### src/rtl/gb_apu_pulse_gen_if.sv
// Register/strobe bundle between frame sequencer, register file and one pulse channel.
// The master drives configuration and strobes; the slave is the channel itself.
interface gb_apu_pulse_gen_if #(
    parameter int FREQ_W  = 11,
    parameter int LEN_W   = 6,
    parameter int VOL_W   = 4,
    parameter int ENV_W   = 3,
    parameter int SWP_T_W = 3,
    parameter int SWP_S_W = 3
);
    logic               clk_length_ctr;
    logic               clk_vol_env;
    logic               clk_sweep;
    logic [SWP_T_W-1:0] sweep_time;
    logic               sweep_decreasing;
    logic [SWP_S_W-1:0] num_sweep_shifts;
    logic [1:0]         wave_duty;
    logic [LEN_W-1:0]   length;
    logic [VOL_W-1:0]   initial_volume;
    logic               envelope_increasing;
    logic [ENV_W-1:0]   num_envelope_sweeps;
    logic               start;
    logic               single;
    logic [FREQ_W-1:0]  frequency;
    logic [VOL_W-1:0]   level;
    logic               enable;

    modport master (
        output clk_length_ctr, clk_vol_env, clk_sweep,
        output sweep_time, sweep_decreasing, num_sweep_shifts,
        output wave_duty, length, initial_volume,
        output envelope_increasing, num_envelope_sweeps,
        output start, single, frequency,
        input  level, enable
    );

    modport slave (
        input  clk_length_ctr, clk_vol_env, clk_sweep,
        input  sweep_time, sweep_decreasing, num_sweep_shifts,
        input  wave_duty, length, initial_volume,
        input  envelope_increasing, num_envelope_sweeps,
        input  start, single, frequency,
        output level, enable
    );
endinterface

### src/rtl/gb_apu_pulse_gen.sv
// Pulse channel: 8-step duty, length counter, volume envelope.
// Define GB_APU_PULSE_SWEEP_EN to build in the frequency sweep unit.
module gb_apu_pulse_gen #(
    parameter int FREQ_W  = 11,
    parameter int LEN_W   = 6,
    parameter int VOL_W   = 4,
    parameter int ENV_W   = 3,
    parameter int SWP_T_W = 3,
    parameter int SWP_S_W = 3
) (
    input logic               clk_i,
    input logic               reset_i,
    gb_apu_pulse_gen_if.slave bus
);
    localparam logic [FREQ_W-1:0] FMAX  = '1;
    localparam logic [VOL_W-1:0]  VMAX  = '1;
    localparam logic [LEN_W:0]    LFULL = {1'b1, {LEN_W{1'b0}}};

    logic              enable_q, enable_d;
    logic [VOL_W-1:0]  level_q, level_d;
    logic [2:0]        duty_q, duty_d;
    logic [FREQ_W-1:0] timer_q, timer_d;
    logic [LEN_W:0]    len_q, len_d;
    logic [VOL_W-1:0]  vol_q, vol_d;
    logic [ENV_W-1:0]  env_q, env_d;
    logic [FREQ_W-1:0] reload;
    logic [7:0]        pattern;
    logic              dac_off;

`ifdef GB_APU_PULSE_SWEEP_EN
    localparam logic [SWP_T_W:0] SFULL = {1'b1, {SWP_T_W{1'b0}}};
    logic [FREQ_W-1:0] shadow_q, shadow_d;
    logic [SWP_T_W:0]  swt_q, swt_d, swt_load;
    logic [FREQ_W:0]   trig_sum, swp_step, swp_new;

    assign swt_load = (bus.sweep_time == '0) ? SFULL
                                             : {1'b0, bus.sweep_time};
    assign trig_sum = {1'b0, bus.frequency}
                    + {1'b0, bus.frequency >> bus.num_sweep_shifts};
    assign swp_step = {1'b0, shadow_q >> bus.num_sweep_shifts};
    assign swp_new  = bus.sweep_decreasing ? {1'b0, shadow_q} - swp_step
                                           : {1'b0, shadow_q} + swp_step;
    assign reload   = shadow_q;
`else
    logic unused_sweep;
    assign unused_sweep = ^{bus.clk_sweep, bus.sweep_time,
                            bus.sweep_decreasing, bus.num_sweep_shifts};
    assign reload = bus.frequency;
`endif

    assign dac_off = (bus.initial_volume == '0) && !bus.envelope_increasing;

    always_comb begin
        pattern = 8'b0000_0001;
        case (bus.wave_duty)
            2'b00: pattern = 8'b0000_0001;
            2'b01: pattern = 8'b1000_0001;
            2'b10: pattern = 8'b1000_0111;
            2'b11: pattern = 8'b0111_1110;
        endcase
    end

    always_comb begin
        enable_d = enable_q;
        duty_d   = duty_q;
        timer_d  = timer_q;
        len_d    = len_q;
        vol_d    = vol_q;
        env_d    = env_q;
`ifdef GB_APU_PULSE_SWEEP_EN
        shadow_d = shadow_q;
        swt_d    = swt_q;
`endif
        level_d = (enable_q && pattern[duty_q]) ? vol_q : '0;
        // Trigger wins outright; strobes in the same cycle are dropped.
        if (bus.start) begin
            enable_d = !dac_off;
            len_d    = LFULL - {1'b0, bus.length};
            timer_d  = bus.frequency;
            vol_d    = bus.initial_volume;
            env_d    = bus.num_envelope_sweeps;
`ifdef GB_APU_PULSE_SWEEP_EN
            shadow_d = bus.frequency;
            swt_d    = swt_load;
            if (bus.num_sweep_shifts != '0 && !bus.sweep_decreasing &&
                trig_sum > {1'b0, FMAX})
                enable_d = 1'b0;
`endif
        end else begin
            if (timer_q == FMAX) begin
                timer_d = reload;
                duty_d  = duty_q + 3'd1;
            end else begin
                timer_d = timer_q + 1'b1;
            end
            if (bus.clk_length_ctr && bus.single && len_q != '0) begin
                len_d = len_q - 1'b1;
                if (len_q == (LEN_W+1)'(1))
                    enable_d = 1'b0;
            end
            if (bus.clk_vol_env && bus.num_envelope_sweeps != '0) begin
                if (env_q <= ENV_W'(1)) begin
                    env_d = bus.num_envelope_sweeps;
                    if (bus.envelope_increasing && vol_q != VMAX)
                        vol_d = vol_q + 1'b1;
                    else if (!bus.envelope_increasing && vol_q != '0)
                        vol_d = vol_q - 1'b1;
                end else begin
                    env_d = env_q - 1'b1;
                end
            end
`ifdef GB_APU_PULSE_SWEEP_EN
            if (bus.clk_sweep) begin
                if (swt_q <= (SWP_T_W+1)'(1)) begin
                    swt_d = swt_load;
                    if (bus.sweep_time != '0) begin
                        if (swp_new > {1'b0, FMAX})
                            enable_d = 1'b0;
                        else if (bus.num_sweep_shifts != '0)
                            shadow_d = swp_new[FREQ_W-1:0];
                    end
                end else begin
                    swt_d = swt_q - 1'b1;
                end
            end
`endif
        end
    end

    always_ff @(posedge clk_i or posedge reset_i) begin
        if (reset_i) begin
            enable_q <= 1'b0;
            level_q  <= '0;
            duty_q   <= '0;
            timer_q  <= '0;
            len_q    <= '0;
            vol_q    <= '0;
            env_q    <= '0;
`ifdef GB_APU_PULSE_SWEEP_EN
            shadow_q <= '0;
            swt_q    <= '0;
`endif
        end else begin
            enable_q <= enable_d;
            level_q  <= level_d;
            duty_q   <= duty_d;
            timer_q  <= timer_d;
            len_q    <= len_d;
            vol_q    <= vol_d;
            env_q    <= env_d;
`ifdef GB_APU_PULSE_SWEEP_EN
            shadow_q <= shadow_d;
            swt_q    <= swt_d;
`endif
        end
    end

    assign bus.level  = level_q;
    assign bus.enable = enable_q;
endmodule
### src/flat_wrapper.sv
// flat-port wrapper written by rule: the top's interface ports become plain ports
module gb_apu_pulse_gen_flat 
#(
    parameter int FREQ_W  = 11,
    parameter int LEN_W   = 6,
    parameter int VOL_W   = 4,
    parameter int ENV_W   = 3,
    parameter int SWP_T_W = 3,
    parameter int SWP_S_W = 3
)
  (clk_i, reset_i, bus_clk_length_ctr, bus_clk_vol_env, bus_clk_sweep, bus_sweep_time, bus_sweep_decreasing, bus_num_sweep_shifts, bus_wave_duty, bus_length, bus_initial_volume, bus_envelope_increasing, bus_num_envelope_sweeps, bus_start, bus_single, bus_frequency, bus_level, bus_enable);
  gb_apu_pulse_gen_if #(.FREQ_W(FREQ_W), .LEN_W(LEN_W), .VOL_W(VOL_W), .ENV_W(ENV_W), .SWP_T_W(SWP_T_W), .SWP_S_W(SWP_S_W)) bus_i ();
  input logic clk_i;
  input logic reset_i;
  input wire logic [$bits(bus_i.clk_length_ctr)-1:0] bus_clk_length_ctr;
  input wire logic [$bits(bus_i.clk_vol_env)-1:0] bus_clk_vol_env;
  input wire logic [$bits(bus_i.clk_sweep)-1:0] bus_clk_sweep;
  input wire logic [$bits(bus_i.sweep_time)-1:0] bus_sweep_time;
  input wire logic [$bits(bus_i.sweep_decreasing)-1:0] bus_sweep_decreasing;
  input wire logic [$bits(bus_i.num_sweep_shifts)-1:0] bus_num_sweep_shifts;
  input wire logic [$bits(bus_i.wave_duty)-1:0] bus_wave_duty;
  input wire logic [$bits(bus_i.length)-1:0] bus_length;
  input wire logic [$bits(bus_i.initial_volume)-1:0] bus_initial_volume;
  input wire logic [$bits(bus_i.envelope_increasing)-1:0] bus_envelope_increasing;
  input wire logic [$bits(bus_i.num_envelope_sweeps)-1:0] bus_num_envelope_sweeps;
  input wire logic [$bits(bus_i.start)-1:0] bus_start;
  input wire logic [$bits(bus_i.single)-1:0] bus_single;
  input wire logic [$bits(bus_i.frequency)-1:0] bus_frequency;
  output wire logic [$bits(bus_i.level)-1:0] bus_level;
  output wire logic [$bits(bus_i.enable)-1:0] bus_enable;
  assign bus_i.clk_length_ctr = bus_clk_length_ctr;
  assign bus_i.clk_vol_env = bus_clk_vol_env;
  assign bus_i.clk_sweep = bus_clk_sweep;
  assign bus_i.sweep_time = bus_sweep_time;
  assign bus_i.sweep_decreasing = bus_sweep_decreasing;
  assign bus_i.num_sweep_shifts = bus_num_sweep_shifts;
  assign bus_i.wave_duty = bus_wave_duty;
  assign bus_i.length = bus_length;
  assign bus_i.initial_volume = bus_initial_volume;
  assign bus_i.envelope_increasing = bus_envelope_increasing;
  assign bus_i.num_envelope_sweeps = bus_num_envelope_sweeps;
  assign bus_i.start = bus_start;
  assign bus_i.single = bus_single;
  assign bus_i.frequency = bus_frequency;
  assign bus_level = bus_i.level;
  assign bus_enable = bus_i.enable;
  gb_apu_pulse_gen #(.FREQ_W(FREQ_W), .LEN_W(LEN_W), .VOL_W(VOL_W), .ENV_W(ENV_W), .SWP_T_W(SWP_T_W), .SWP_S_W(SWP_S_W)) u_core (.clk_i(clk_i), .reset_i(reset_i), .bus(bus_i));
endmodule
### config.mk
export PLATFORM = sky130hd
export DESIGN_NAME = gb_apu_pulse_gen_flat
export DESIGN_NICKNAME = d
export VERILOG_FILES = /design/src/rtl/gb_apu_pulse_gen_if.sv /design/src/rtl/gb_apu_pulse_gen.sv /design/src/flat_wrapper.sv
export SDC_FILE = /design/constraint.sdc
export NUM_CORES = 1
export LEC_CHECK = 0
export ABC_CLOCK_PERIOD_IN_PS = 2700
export BUFFER_PORTS_ARGS = -buffer_cell sky130_fd_sc_hd__buf_4
export CAP_MARGIN = 20
export CORE_MARGIN = 1.5
export CORE_UTILIZATION = 55
export CTS_CLUSTER_SIZE = 16
export DETAILED_ROUTE_END_ITERATION = 10
export GPL_ROUTABILITY_DRIVEN = 0
export PLACE_DENSITY = 0.82
export SETUP_SLACK_MARGIN = 0.4
export SLEW_MARGIN = 20
export SYNTH_ARGS = -nofsm -noshare
export SYNTH_HDL_FRONTEND = slang
export SYNTH_SLANG_ARGS = --single-unit
### constraint.sdc
create_clock -name clk_i -period 2.7 [get_ports clk_i]
set_clock_uncertainty 0.1 [all_clocks]
set_input_delay 0.27 -clock clk_i [delete_from_list [all_inputs] [get_ports clk_i]]
set_output_delay 0.27 -clock clk_i [all_outputs]
set_load 0.005 [all_outputs]
# [Yosys cells after proc, flatten, opt, wreduce, memory -nomap -nowiden]
# Cells that the tools add are included.
[word_totals] ff_bits=33 input_bits=41 output_inout_bits=5 word_cells=64
[classes] add_sub_neg=7 n_lt_le_gt_ge=2 eq_ne=6 mux=19 bitwise_logic=1 reduce_logical=22
[ops] op="8-bit case mux with 4 select lines" n=1
[ops] op="4-bit 2-to-1 mux" n=6
[ops] op="11-bit 2-to-1 mux" n=2
[ops] op="7-bit 2-to-1 mux" n=2
[ops] op="11-bit by 1-bit adder with 11-bit output (second input constant)" n=1
[ops] op="11-bit == test (second input constant)" n=1
[ops] op="3-bit 2-to-1 mux" n=3
[ops] op="2-bit nonzero test" n=4
[ops] op="7-bit by 1-bit == test with 1-bit output (second input constant)" n=1
[ops] op="1-bit logical AND" n=7
[ops] op="7-bit nonzero test" n=1
[ops] op="7-bit by 1-bit subtractor with 7-bit output (second input constant)" n=1
[ops] op="7-bit by 6-bit subtractor with 7-bit output (first input constant)" n=1
[ops] op="3-bit nonzero test" n=2
[ops] op="4-bit by 1-bit adder with 4-bit output (second input constant)" n=1
[ops] op="2-bit == test (second input constant)" n=2
[ops] op="4-bit zero test" n=1
[ops] op="3-bit by 4-bit < comparator with 1-bit output (second input constant)" n=1
[ops] op="1-bit 2-to-1 mux" n=4
[ops] op="4-bit inequality test (second input constant)" n=1
[ops] op="2-bit AND reduction" n=2
[ops] op="4-bit nonzero test" n=1
[ops] op="4-bit by 1-bit subtractor with 4-bit output (second input constant)" n=1
[ops] op="3-bit by 1-bit adder with 3-bit output (second input constant)" n=1
[ops] op="8 further kinds" n=9

# [Longest topological paths before layout]
[logic_depth] depth_word=7 mapped_depth=7 ltp_nobuf=7

# [Worst setup path before layout]
# Ideal clock, no wire load.
[synth_timing] path_kind="register to register" start="reg u_core.vol_q[0]" end="reg u_core.vol_q[1]" setup_time_ns=0.104 arrival_time_ns=1.780 required_time_ns=2.496 path_slack_ns=0.716 stages_incl_launch_ff=7 path_buffers=0 period_less_slack_ns=1.984 cell_sequence="dfrtp_1 -> nand4_1 -> nand2_1 -> fa_1 -> inv_1 -> or4_1 -> o311ai_1"
[synth_between] elab_chain_cells=6 elab_cells_between_ends=13 cone_classes="add/sub (2); eq/ne (1); mux (5); reduce/logical (5)"
[synth_rtl] element="start, declared" line_no="gb_apu_pulse_gen.sv:24" rtl="logic [VOL_W-1:0] vol_q, vol_d;"
[synth_rtl] element="start signal, assigned" line_no="gb_apu_pulse_gen.sv:149" rtl="vol_q <= vol_d;"
[synth_rtl] element="4-bit by 1-bit subtractor with 4-bit output or 4-bit inequality test (tied branches)" line_no="gb_apu_pulse_gen.sv:107, gb_apu_pulse_gen.sv:104"
[synth_rtl] element="4-bit 2-to-1 mux or 1-bit logical AND (tied branches)" line_no="gb_apu_pulse_gen.sv:106, gb_apu_pulse_gen.sv:104"
[synth_rtl] element="4-bit 2-to-1 mux" line_no="gb_apu_pulse_gen.sv:104" rtl="if (bus.envelope_increasing && vol_q != VMAX)"
[synth_rtl] element="4-bit 2-to-1 mux" line_no="gb_apu_pulse_gen.sv:102" rtl="if (env_q <= ENV_W'(1)) begin"
[synth_rtl] element="4-bit 2-to-1 mux" line_no="gb_apu_pulse_gen.sv:101" rtl="if (bus.clk_vol_env && bus.num_envelope_sweeps != '0) begin"
[synth_rtl] element="4-bit 2-to-1 mux" line_no="gb_apu_pulse_gen.sv:76" rtl="if (bus.start) begin"
# Several ways; a longest one is shown, not always the timed one. The select of a mux whose other input is x is not followed.
# A chain may end at the register's enable or synchronous reset.

# [Final worst setup path]
[layout_timing] start="reg u_core.vol_q[0]" end="reg u_core.vol_q[3]"
# Same word-level chain as after synthesis.

==> impl_metrics.ini <==
[timing]
tightest_slew_ns = 0.484
post-route-min-period_ns = 2.15
fmax_mhz = 465
hold_viol = 0
slew_headroom = 0.676
setup_violations = 0
rsz0062_at_grt = no
fin_crit_sh = 0.797
finalSetupTns_ns = 0
maxSlewViolCount = 0

[critical_path]
crit_start = u_core.vol_q[0]
rr_startpoint = u_core.vol_q[0]
crit_type = register to register
path_cells = nand4_1 -> nand2_1 -> ha_1 -> a21oi_1 -> a22o_1 -> a2111o_1 -> o311ai_1
start_kind = register
cpLargestDelayFamily = compound AO/OA/AOI/OAI gates
crit_path_end_kind = register
worstPathArrival_ns = 2.23
cp_max_fo = 9
slowest_stage = dfrtp_2
required_ns = 2.78
critPathMaxStageDelay_ns = 0.49
cp_num_buf_inv = 0

[floorplan]
die-area_um2 = 4310
row_count = 22
start_util = 0.581
die_y_um = 65.6
io_pins = 46
coreArea_um2 = 3720
die_w_um = 65.6

[logic_synthesis]
yosysSeqAreaShare = 0.383
yosys_register_bits = 33
ys_async_sr_fraction = 1.00
ys.flop_type = dfrtp_1
syn-cell-area_um2 = 2160
synth-edff-count = 0
yosys_warnings = 0
postSynthCellCount = 234
synth.distinct_cells = 57
synth_area_per_cell_um2 = 9.22
synth_nets = 289

[route]
route.final.wire_length_um = 4360
vias_per_cell = 5.70
drc = 0
num_vias = 1847
dr.pass1.iters = 4
wl_per_cell_um = 13.5
antenna_left = 0
initialDrtViolationCount = 101

[grt]
antenna_found_initial = 0
grt_overflow = 0
grt_pass1_wl_um = 7670
grt_start_max_net_pins = 44
grt_usage = 0.229
grt_pass1_vias = 1792

[cells_and_area]
fill_cells = 305
drive_gt1_frac = 0.203
final_nets = 330
design_area_um2 = 2590
mostFrequentLayoutCell = buf_4
layout_common_cells = buf_4 (39), dfrtp_1 (32), nor2_1 (23), inv_1 (22), nand2_1 (18)
final_util = 0.697
n_antenna_cell = 0
area_growth_syn_to_layout_pct = 20.1

[run_status]
status = completed

[run]
maxCapViolCount = 0

[clocking]
tritoncts = done
cts.sinks = 33
clk_latency_ns = 0.29
cts_root_buf = clkbuf_8
clkTransAtPathRegs_ns = 0.07
htree_levels = 2
post-cts-setup-buffers = 0
numCtsBuffers = 5
cts_max_path_buffers = 2

[power]
power_density_nw_per_um2 = 529
leakage_nw = 1.20
vdd_drop_max_mv = 0.261

[hold_path]
min_from = bus_frequency[1]
hold_class = primary input to register

[placement]
place_hpwl_um = 3250
placed_cell_area_um2 = 2480
portBuffers = 37
[power by group]
part           leakage [nW]  internal, W  total (W)  switching, W
clock network        0.0542     0.000230   0.000411      0.000181
logic                 0.748     0.000165   0.000332      0.000167
registers             0.399     0.000553   0.000627     0.0000746
[flip-flops by register name (all words and copies together), names as in the netlist]
name and cells:
u_core.len_q 7, u_core.timer_q 11, u_core.vol_q 4, u_core.bus.enable 1
u_core.duty_q 3, u_core.bus.level 4, u_core.env_q 3
[synthesized netlist by cell type, drive strengths merged (2+ instances only)]
cell type  number  share of area
mux2            2          0.010
o211ai          2         0.0070
a21oi          10          0.023
buf             5          0.013
and2            2         0.0058
inv            22          0.038
nand4           3         0.0087
or4             5          0.019
nor4            2          0.013
a31oi           2         0.0087
o22ai           2          0.012
mux2i           2         0.0093
o311ai          3          0.012
nand3          12          0.028
o21ai          10          0.023
o2111ai         2         0.0081
xnor2          14          0.057
xor2            6          0.024
and3            4          0.012
nor3            7          0.016
nand2          18          0.031
ha             13          0.075
dfrtp          33           0.38
nor2           24          0.043
nand2b          5          0.014
[kinds of logic after synthesis]
family / after synthesis / synth area share
simple gates: 88 / 0.217
fa+ha+maj: 14 / 0.0846
compound gates: 47 / 0.162
flops: 33 / 0.383
xor+xnor: 20 / 0.0812
buf+inv: 28 / 0.0533
mux: 4 / 0.0197
[timing repair]
action	CTS	global route
hold buffers	1	0
resized for setup	0	1
hold endpoints to repair	33	0
setup endpoints to repair	0	1
[metrics by stage]
step                power [W]  hold slack (ns)  std cells  worst slack (ns)
floorplan            0.000851            0.292        234             0.716
finish                0.00137            0.104        324             0.549
global route          0.00146            0.104        324             0.512
global placement     0.000946            0.290        315             0.588
CTS                   0.00138           0.0999        324             0.467
detailed placement   0.000964            0.289        315             0.474
[path summary, 6_finish.rpt]
| path | endpoint | slack (ns) | cells past startpoint |
|---|---|---|---|
| worst max-delay path | u_core.vol_q[3] | 0.55 | 7 |
| worst min-delay path | u_core.timer_q[1] | 0.10 | 2 |
| worst max register to register | u_core.vol_q[3] | 0.55 | 7 |
| worst min register to register | u_core.timer_q[0] | 0.42 | 1 |
| max in group asynchronous | u_core.vol_q[0] | 1.65 | 4 |
| min in group asynchronous | u_core.timer_q[4] | 0.52 | 4 |
[cell type report]
type,count,area (um2),share of cell area
clock inverter,1,5.00,0.00193
clock buffer,7,96.3,0.0372
sequential,33,827,0.319
timing repair buffer,40,303,0.117
multi-input combinational,173,1220,0.470
inverter,22,82.6,0.0319
tap,48,60.1,0.0232
[layer usage]
layer	GRT usage	vias up	part of all wire
met5	0	-	0
met4	0.0729	0	0.014
met3	0.0445	9	0.036
met2	0.384	39	0.49
met1	0.297	888	0.45
li1	-	911	-
Note: power is estimated with default switching activity, not from simulation.
